**src/rtl/jk_pkg.sv**
```systemverilog
// ---------------------------------------------------------------------------
// jk_pkg
// Shared definitions for the JK command sequencer:
//   - command op encoding (what the sequencer drives onto J/K)
//   - FSM state encoding (also visible on the sequencer debug port)
//   - expected_q(): the value a JK flip-flop holds after one clock with the
//     given op applied, starting from q.
// ---------------------------------------------------------------------------
package jk_pkg;

  typedef logic [1:0] jk_op_t;
  typedef logic [1:0] jk_state_t;

  // Op encoding is chosen so that op[1] is J and op[0] is K.
  localparam jk_op_t OP_HOLD   = 2'b00;
  localparam jk_op_t OP_RESET  = 2'b01;
  localparam jk_op_t OP_SET    = 2'b10;
  localparam jk_op_t OP_TOGGLE = 2'b11;

  localparam jk_state_t ST_IDLE  = 2'd0;
  localparam jk_state_t ST_DRIVE = 2'd1;
  localparam jk_state_t ST_CHECK = 2'd2;

  function automatic logic expected_q(input jk_op_t op, input logic q);
    logic r;
    r = q;
    case (op)
      OP_HOLD:   r = q;
      OP_RESET:  r = 1'b0;
      OP_SET:    r = 1'b1;
      OP_TOGGLE: r = ~q;
      default:   r = q;
    endcase
    return r;
  endfunction

endpackage

```
**src/rtl/jk_cmd_fifo.sv**
```systemverilog
// ---------------------------------------------------------------------------
// jk_cmd_fifo
// Command FIFO for the JK sequencer. DEPTH entries of 2-bit ops, show-ahead
// read (o_dout is the head entry whenever o_empty=0).
//
// Ports:
//   clk      rising-edge clock
//   i_rst_n  asynchronous active-low reset (pointers/count to 0)
//   i_push   write i_din at the edge (ignored when full unless popping)
//   i_din    2-bit op to write
//   i_pop    remove the head entry at the edge (ignored when empty)
//   o_dout   head entry
//   o_full   count == DEPTH
//   o_empty  count == 0
//   o_count  registered occupancy, 0..DEPTH
//
// DEPTH must be a power of two so the pointers wrap by natural overflow.
// ---------------------------------------------------------------------------
module jk_cmd_fifo #(
  parameter int DEPTH = 4
) (
  input  logic                     clk,
  input  logic                     i_rst_n,
  input  logic                     i_push,
  input  logic [1:0]               i_din,
  input  logic                     i_pop,
  output logic [1:0]               o_dout,
  output logic                     o_full,
  output logic                     o_empty,
  output logic [$clog2(DEPTH):0]   o_count
);

  localparam int AW = $clog2(DEPTH);
  localparam int CW = AW + 1;

  logic [1:0]    r_mem [DEPTH];
  logic [AW-1:0] r_wr_ptr;
  logic [AW-1:0] r_rd_ptr;
  logic [CW-1:0] r_count;

  logic w_full;
  logic w_empty;
  logic w_do_pop;
  logic w_do_push;

  assign w_full  = (r_count == CW'(DEPTH));
  assign w_empty = (r_count == '0);

  // A push into a full FIFO is only safe when the head leaves at the same
  // edge; the new entry then lands in the slot the pop frees.
  assign w_do_pop  = i_pop && !w_empty;
  assign w_do_push = i_push && (!w_full || w_do_pop);

  always_ff @(posedge clk or negedge i_rst_n) begin
    if (!i_rst_n) begin
      r_wr_ptr <= '0;
      r_rd_ptr <= '0;
      r_count  <= '0;
    end else begin
      if (w_do_push) r_wr_ptr <= r_wr_ptr + 1'b1;
      if (w_do_pop)  r_rd_ptr <= r_rd_ptr + 1'b1;
      case ({w_do_push, w_do_pop})
        2'b10:   r_count <= r_count + 1'b1;
        2'b01:   r_count <= r_count - 1'b1;
        default: r_count <= r_count;
      endcase
    end
  end

  // Storage has no reset: an entry is only read after it has been written.
  always_ff @(posedge clk) begin
    if (w_do_push) r_mem[r_wr_ptr] <= i_din;
  end

  assign o_dout  = r_mem[r_rd_ptr];
  assign o_full  = w_full;
  assign o_empty = w_empty;
  assign o_count = r_count;

endmodule

```
**src/rtl/jk_cmd_sequencer.sv**
```systemverilog
// ---------------------------------------------------------------------------
// jk_cmd_sequencer
// Queues HOLD/RESET/SET/TOGGLE commands and plays them one at a time onto the
// J/K inputs of a downstream JK flip-flop, then checks the q it returns.
//
// Per command: IDLE/CHECK pops and loads J/K -> DRIVE (one cycle, J/K held,
// expected q captured from the pre-update q_in) -> CHECK (one cycle, done
// pulse, q_in compared against expected). Back-to-back commands alternate
// DRIVE/CHECK, so one command completes every two cycles.
//
// Ports:
//   clk        rising-edge clock
//   reset      asynchronous active-low reset; drops queued and in-flight work
//   cmd_valid  command offered this cycle
//   cmd_op     00 HOLD, 01 RESET, 10 SET, 11 TOGGLE
//   cmd_ready  FIFO not full (from the registered count)
//   j, k       registered drive to the downstream flip-flop; 00 outside DRIVE
//   q_in       q returned from the downstream flip-flop
//   busy       FSM not IDLE or FIFO not empty
//   done       one-cycle pulse per completed command
//   err        sticky: some checked q_in differed from expected
//   err_clr    synchronous clear of err (a same-edge mismatch wins)
//   stall      when 1 no new command is started; in-flight one completes
//   dbg_state  current FSM state (jk_pkg ST_* encoding)
//   dbg_count  current FIFO occupancy
//
// Command handshake: a command is taken at a rising edge where
// cmd_valid=1 and cmd_ready=1. When cmd_ready=0 the offer is dropped, with
// one exception: if the FSM pops the head at that same edge, the offered
// command fills the freed slot, so the FIFO stays full and cmd_ready stays 0.
// The source never has to hold cmd_valid; nothing is remembered across cycles.
// ---------------------------------------------------------------------------
module jk_cmd_sequencer
  import jk_pkg::*;
#(
  parameter int DEPTH = 4
) (
  input  logic                   clk,
  input  logic                   reset,
  input  logic                   cmd_valid,
  input  logic [1:0]             cmd_op,
  output logic                   cmd_ready,
  output logic                   j,
  output logic                   k,
  input  logic                   q_in,
  output logic                   busy,
  output logic                   done,
  output logic                   err,
  input  logic                   err_clr,
  input  logic                   stall,
  output logic [1:0]             dbg_state,
  output logic [$clog2(DEPTH):0] dbg_count
);

  jk_state_t r_state;
  jk_op_t    r_op;
  logic      r_j;
  logic      r_k;
  logic      r_expected;
  logic      r_done;
  logic      r_err;

  logic                   w_full;
  logic                   w_empty;
  logic                   w_pop;
  logic                   w_push;
  logic                   w_mismatch;
  jk_op_t                 w_head;
  logic [$clog2(DEPTH):0] w_count;

  // Only IDLE and CHECK may start a command; DRIVE is always followed by CHECK.
  assign w_pop  = !w_empty && !stall && ((r_state == ST_IDLE) || (r_state == ST_CHECK));
  assign w_push = cmd_valid && (!w_full || w_pop);

  jk_cmd_fifo #(
    .DEPTH (DEPTH)
  ) u_fifo (
    .clk     (clk),
    .i_rst_n (reset),
    .i_push  (w_push),
    .i_din   (cmd_op),
    .i_pop   (w_pop),
    .o_dout  (w_head),
    .o_full  (w_full),
    .o_empty (w_empty),
    .o_count (w_count)
  );

  assign w_mismatch = (r_state == ST_CHECK) && (q_in != r_expected);

  always_ff @(posedge clk or negedge reset) begin
    if (!reset) begin
      r_state    <= ST_IDLE;
      r_op       <= OP_HOLD;
      r_j        <= 1'b0;
      r_k        <= 1'b0;
      r_expected <= 1'b0;
      r_done     <= 1'b0;
    end else begin
      r_done <= 1'b0;
      case (r_state)
        ST_IDLE: begin
          if (w_pop) begin
            r_op    <= w_head;
            r_j     <= w_head[1];
            r_k     <= w_head[0];
            r_state <= ST_DRIVE;
          end else begin
            r_j <= 1'b0;
            r_k <= 1'b0;
          end
        end
        ST_DRIVE: begin
          // q_in here is the value before the flip-flop takes this edge.
          r_expected <= expected_q(r_op, q_in);
          r_j        <= 1'b0;
          r_k        <= 1'b0;
          r_state    <= ST_CHECK;
        end
        ST_CHECK: begin
          r_done <= 1'b1;
          if (w_pop) begin
            r_op    <= w_head;
            r_j     <= w_head[1];
            r_k     <= w_head[0];
            r_state <= ST_DRIVE;
          end else begin
            r_j     <= 1'b0;
            r_k     <= 1'b0;
            r_state <= ST_IDLE;
          end
        end
        default: begin
          r_j     <= 1'b0;
          r_k     <= 1'b0;
          r_state <= ST_IDLE;
        end
      endcase
    end
  end

  // Sticky error; a mismatch at the same edge as err_clr keeps it set.
  always_ff @(posedge clk or negedge reset) begin
    if (!reset) begin
      r_err <= 1'b0;
    end else if (w_mismatch) begin
      r_err <= 1'b1;
    end else if (err_clr) begin
      r_err <= 1'b0;
    end
  end

  assign cmd_ready = !w_full;
  assign j         = r_j;
  assign k         = r_k;
  assign busy      = (r_state != ST_IDLE) || !w_empty;
  assign done      = r_done;
  assign err       = r_err;
  assign dbg_state = r_state;
  assign dbg_count = w_count;

endmodule

```
**config.mk**
```make
export PLATFORM = sky130hd
export DESIGN_NAME = jk_cmd_sequencer
export DESIGN_NICKNAME = d
export VERILOG_FILES = /design/src/rtl/jk_pkg.sv /design/src/rtl/jk_cmd_fifo.sv /design/src/rtl/jk_cmd_sequencer.sv
export SDC_FILE = /design/constraint.sdc
export NUM_CORES = 1
export LEC_CHECK = 0
export ABC_CLOCK_PERIOD_IN_PS = 3600
export BUFFER_PORTS_ARGS = -buffer_cell sky130_fd_sc_hd__buf_2
export CAP_MARGIN = 20
export CORE_MARGIN = 1
export CORE_UTILIZATION = 57
export DETAILED_ROUTE_END_ITERATION = 8
export PLACE_DENSITY_LB_ADDON = 0.12
export REMOVE_ABC_BUFFERS = 1
export SYNTH_ARGS = -nofsm -noshare
export SYNTH_HDL_FRONTEND = slang
export SYNTH_SLANG_ARGS = --single-unit
```
**constraint.sdc**
```tcl
create_clock -name clk -period 3.6 [get_ports clk]
set_clock_uncertainty 0.2 [all_clocks]
set_input_delay 0.54 -clock clk [delete_from_list [all_inputs] [get_ports clk]]
set_output_delay 0.54 -clock clk [all_outputs]
set_load 0.01 [all_outputs]
```
# Word-level counts from Yosys, hierarchy flattened
# Memories as Yosys holds them, arrays and structs flattened.
# Index checks and enable logic that the tools add are counted.
# word_totals
register_bits	16
mem_bits_rw	8
inputBits	8
output_inout_bits	11
word_cells	61
mem_count	1
# memory_table
memory	words	word_bits	read_ports	rd_ports_with_merged_regs	wr	line_no	source
u_fifo.r_mem	4	2	1	0	1	jk_cmd_fifo.sv:36	logic [1:0] r_mem [DEPTH];
# classes
add_sub_neg	4
n_eq_ne	10
mux	14
bitwise	1
n_reduce_logical	21
# ops
operator	n
two-way mux 1 bit	10
== test 2 bit, second input constant	4
== test 2 x 1 -> 1 bit, second input constant	3
logical AND 1 bit	6
case mux 2 bit (3 select lines)	1
case mux 3 bit (2 select lines)	1
nonzero test 2 bit	3
adder 2 x 1 -> 2 bit, second input constant	2
zero test 2 bit	2
logical OR 1 bit	4
case mux 1 bit (4 select lines)	1
adder 3 x 1 -> 3 bit, second input constant	1
== test 3 bit, second input constant	1
zero test 1 bit	3
zero test 3 bit	1
subtractor 3 x 1 -> 3 bit, second input constant	1
two-way mux 2 bit	1
inequality test 2 x 1 -> 1 bit, second input constant	1
AND reduction 2 bit	1
OR reduction 2 bit	1
inequality test 1 bit	1
NOT 1 bit	1

# Logic depth before layout (Yosys ltp)
# logic_depth
depth_word	9
depth_mapped	9
depth_no_buf	9

# By module
# Synthesis repeated with hierarchy kept, for this count alone.
# hier_totals
hier_cells	77
area_unflattened_um2	1084.8
# modules_own_cells
module	n_inst	cells_each	area_per_inst_um2	seq_area_each_um2
jk_cmd_fifo	1	48	723.2	415.4
jk_cmd_sequencer	1	29	361.6	225.2

# Worst setup path before layout
# Ideal clock, no wire load.
# synth_timing
kind	register -> register
startpoint	register u_fifo.r_count[0] (netlist: u_fifo.o_count[0])
endpoint	register u_fifo.r_count[2] (netlist: u_fifo.o_count[2])
setup_time_ps	79
arrival_ps	2106
required_ps	3321
path_slack_ps	1215
stages_incl_launch_ff	10
n_path_buf	0
synth_period_minus_slack_ps	2385
path_cell_list	dfrtp_1 or3b_4 o21a_4 inv_1 ha_1 inv_1 fa_1 xor2_1 nor2_1 xor2_1
# synth_via
word_cells_on_any_way	17
cone_classes	add/sub: 2; eq/ne: 3; mux: 1; reduce/logical: 11
# synth_lines
item	line_no	source
from (decl)	jk_cmd_fifo.sv:39	logic [CW-1:0] r_count;
from (signal assigned)	jk_cmd_fifo.sv:63	2'b10: r_count <= r_count + 1'b1;
from (signal assigned)	jk_cmd_fifo.sv:64	2'b01: r_count <= r_count - 1'b1;
from (signal assigned)	jk_cmd_fifo.sv:65	default: r_count <= r_count;
== test 3 bit (*)	jk_cmd_fifo.sv:46	assign w_full = (r_count == CW'(DEPTH));
zero test 1 bit (*)	--	
named net cmd_ready	jk_cmd_sequencer.sv:42	output logic cmd_ready,
logical OR 1 bit	jk_cmd_sequencer.sv:73	assign w_push = cmd_valid && (!w_full || w_pop);
logical AND 1 bit	jk_cmd_sequencer.sv:73	
logical AND 1 bit (*)	jk_cmd_fifo.sv:52	assign w_do_push = i_push && (!w_full || w_do_pop);
== test 2 x 1 -> 1 bit / == test 2 bit (equally long branches)	jk_cmd_fifo.sv:62	case ({w_do_push, w_do_pop})
case mux 3 bit (2 select lines) / nonzero test 2 bit (equally long branches)	--	
# Mark *: on every way through the listed nets, which the timed path passes. The rest lies on a longest branch.
# A chain may end at the register's enable or synchronous reset.

# Worst setup path after layout
# layout_timing
startpoint	register u_fifo.r_count[0] (netlist: u_fifo.o_count[0])
endpoint	register u_fifo.r_count[2] (netlist: u_fifo.o_count[2])
# layout_via
elab_chain_len	9
word_cells_on_any_way	17
cone_classes	add/sub: 2; eq/ne: 3; mux: 1; reduce/logical: 11
# layout_lines
item	line_no	source
zero test 3 bit	jk_cmd_fifo.sv:47	assign w_empty = (r_count == '0);
zero test 1 bit	jk_cmd_fifo.sv:51, jk_cmd_sequencer.sv:72	
logical AND 1 bit (2 in series)	jk_cmd_sequencer.sv:72	assign w_pop = !w_empty && !stall && ((r_state == ST_IDLE) || (r_state == ST_CHECK));
logical OR 1 bit / logical AND 1 bit (equally long branches)	jk_cmd_sequencer.sv:73, jk_cmd_fifo.sv:51	
logical AND 1 bit / logical OR 1 bit (equally long branches)	jk_cmd_sequencer.sv:73, jk_cmd_fifo.sv:52	
logical AND 1 bit	jk_cmd_fifo.sv:52	
== test 2 x 1 -> 1 bit / == test 2 bit (equally long branches)	jk_cmd_fifo.sv:62	
case mux 3 bit (2 select lines) / nonzero test 2 bit (equally long branches)	--	
# Parallel ways exist; a longest one is shown, timed or not.

==> summary by stage <==
Outcome
The flow ran to the end, and the final reports show no timing, DRC or antenna violations.

Global routing
The global-route wire length before repair is around 2.3 mm. The number of global-route vias before repair came to 533. Entering global routing, the biggest net connects 17 pins. After global routing the overflow that remains totals 0. Across every metal layer, demand over resource in global routing totals 0.164. The number of antenna violations at the first check in global routing was 0.

CTS
Clock-pin slew was measured on the worst setup and hold paths at about 0.12 ns. The later pin in the worst-skew pair is clocked with a latency of 0.30 ns. The cell sitting at the root of the clock tree is a sky130_fd_sc_hd__clkbuf_4. The total number of H-tree levels is 1.

TritonCTS built the clock tree. The clock passes through at most 2 buffers. The clock sink count is 24. Buffers inserted during clock tree synthesis total 3.

Routing
The highest layer touched by signal routing is met4. After the first detailed-routing iteration, the DRC count stood at 6. The number of remaining DRC errors is 0.

The total detailed-routing wirelength is 1.38 mm. The detail-routed via count per cell is 4.85. Before antenna repair, the detailed router went through 4 iterations. In this run the remaining antenna-violating nets after routing total 0. The final route contains 596 vias. The total routed wire length on the met1 layer is around 620 microns. In the detailed route, the total length drawn on met3 is 35 microns. Wire segments on met2 add up to 718 microns in the final route. Dividing the detail-routed wire length by the instance count gives 11.3 microns.

Pwr
The peak supply drop is ~0.44 mV. The completed layout was analyzed and its total power is 941 uW. The power per cell area is 780 nW/um^2. In this run the static leakage power is 0.584 nW.

Die
The area enclosed by the die boundary is 2000 sq um. The total core area is 1710 sq um. The row count is 15. Measured along the x axis, the die boundary spans 44.7 microns. From bottom edge to top edge, the die measures ~45 microns. For this design the top-level I/O count stands at 19.

The initial utilization of the core area, before any placement, comes to 0.608.

Timing
Timing would allow up to 409 MHz. Setup repair after global routing left no endpoint under its margin. The post-layout worst setup margin is 1.15 ns.

Dividing the final minimum period by the clock period gives 0.680. The total count of max-transition violations in the final report came to 0. The final critical path time including I/O delays and setup is about 2.4 ns. The actual slew at the worst max-slew pin is 0.363 ns. The total setup violations reported at the end of the flow is 0.

The number of hold violations in the final report is 0. Measured against its own limit, the worst slew margin works out to 0.757. The final sum of negative setup slack is 0 ns.

Final layout
Relative to the synthesized area, the layout overhead comes to 16.1%. Leaving out fill and tap cells, the most frequent cell in the layout is sky130_fd_sc_hd__buf_2. The number of nets in the final layout is roughly 110. The repair_antennas step left the layout with diodes totalling 0. The layout cell share with drive strength beyond 1 is 0.276. In the layout the commonest cells are sky130_fd_sc_hd__buf_2 (18), sky130_fd_sc_hd__dfrtp_1 (16), sky130_fd_sc_hd__inv_1 (10), sky130_fd_sc_hd__edfxtp_1 (8), sky130_fd_sc_hd__ha_1 (5). The cell area after layout is 1210 sq um.

Synth
Counting flops and latches in the post-synthesis netlist gives 24. The share of the Yosys chip area taken by registers is 0.617. Of the post-synthesis cell area, the dominant cell type holds 0.386. sky130_fd_sc_hd__dfrtp_1 takes more of the synthesized area than any other cell.

The cell area that synthesis handed to floorplanning was slightly above 1000 sq um. The count of synthesis-stage warnings from yosys is 0. The cell count after synthesis came out at 75. The number of distinct library cells after synthesis is 22. Averaged over all synthesized cells, the footprint is 13.8 sq um.

Sorting the synthesized cells by area gives the leading types as sky130_fd_sc_hd__dfrtp_1 (39%), sky130_fd_sc_hd__edfxtp_1 (23%), sky130_fd_sc_hd__ha_1 (6.0%), sky130_fd_sc_hd__mux4_2 (4.3%), sky130_fd_sc_hd__inv_1 (3.6%).

Worst setup path
The type of origin of the critical path is a flop. The sort of element at the end of the critical path is a flop. At the worst endpoint, the required time is 3.64 ns. The number of buffers and inverters on the critical path is 2. On the critical path, the stage with the largest delay is an instance of sky130_fd_sc_hd__dfrtp_1. Walking the worst path, the cells encountered are or3b_4 -> o21a_4 -> inv_1 -> ha_1 -> inv_1 -> fa_1 -> xor2_1 -> nor2_1 -> xor2_1.

The critical path's top delay family is simple AND/OR/NAND/NOR gates. On the worst path, the slowest cell contributes a delay of between 0.4 and 0.5 ns. The critical path is of the flop to flop type. In this run the worst path has a maximum fanout of 7. The critical path arrival is 2.49 ns.

Place
The wire-length estimate of the detail-placed layout is 1.07 mm. The pre-CTS setup slack is 1.03 ns. The final weighted congestion of routability-driven global placement is 0.691. The total of buffers placed on input and output ports is 18.

The standard cell area after detailed placement is 1160 sq um.

Flow run
The number of maximum-capacitance violations is 0.

Worst hold path
In this run the worst hold path is classified as input pin to flop.
state kept, by name, indices dropped and copies added (netlist names), 2 cells and up:
signal           flops
u_fifo.r_rd_ptr      2
u_fifo.r_mem         8
u_fifo.r_wr_ptr      2
r_op                 2
u_fifo.o_count       3
dbg_state            2
cell usage after synthesis (all sizes together):
library cell	n
or3b	1
fa	1
nand2	3
and3	2
inv	10
ha	5
mux2	1
mux4	2
o21ai	2
a21o	2
xnor2	4
dfrtp	16
mux2i	1
o21a	1
nand3	1
or3	2
and2	4
a21oi	1
nor2	3
xor2	3
edfxtp	8
nor2b	2
kinds of logic (layout without fill, tap and decap cells):
family,after synthesis,count (layout),synth area share
multiplexers,4,4,0.0675
AO/OA/AOI/OAI,6,6,0.0434
flip-flops,24,24,0.617
AND/OR/NAND/NOR,18,18,0.0976
XOR/XNOR,7,7,0.0590
buffers and inverters,10,33,0.0361
adder cells (fa/ha/maj),6,6,0.0795
layer usage:
layer	vias up	global-route usage
li1	293	-
met1	292	0.209
met2	9	0.276
met3	2	0.0245
met4	0	0.0727
met5	-	0
area by class of cell:
type / count / area (sq um)
Sequential cell: 24 / 641
Fill cell: 129 / 502
Multi-Input combinational cell: 41 / 360
Timing Repair Buffer: 19 / 100
Inverter: 10 / 37.5
Clock buffer: 4 / 36.3
Tap cell: 25 / 31.3
stage by stage:
step                instances  utilization  hold WS (ns)
floorplan                  75            -        0.0444
global placement          118        0.679         0.264
detailed placement        118        0.679         0.268
CTS                       123        0.706         0.198
global route              123        0.706         0.205
finish                    123        0.706         0.202
repair_timing:
| item | CTS | global route |
|---|---|---|
| hold buffers | 1 | 0 |
| buffers inserted | 0 | 0 |
| endpoints found under the hold margin | 16 | 0 |
| gates resized for setup | 0 | 0 |
report_power, final:
part,leakage (nW),switching (mW),internal [mW]
logic,0.292,0.169,0.180
registers,0.270,0.0702,0.385
clock network,0.0210,0.0754,0.0616
total,0.584,0.315,0.626
worst paths after layout:
kind / start / to / slack (ns) / cells after the start
worst max-delay path: u_fifo.o_count[0] / u_fifo.o_count[2] / 1.15 / 9
worst min-delay path: err_clr / err / 0.20 / 2
worst max register to register: u_fifo.o_count[0] / u_fifo.o_count[2] / 1.15 / 9
worst min register to register: r_op[0] / r_op[0] / 0.30 / 1
max in group asynchronous: reset / u_fifo.o_count[2] / 2.48 / 2
min in group asynchronous: reset / u_fifo.r_rd_ptr[1] / 0.47 / 2
Note: power is estimated with default switching activity, not from simulation.
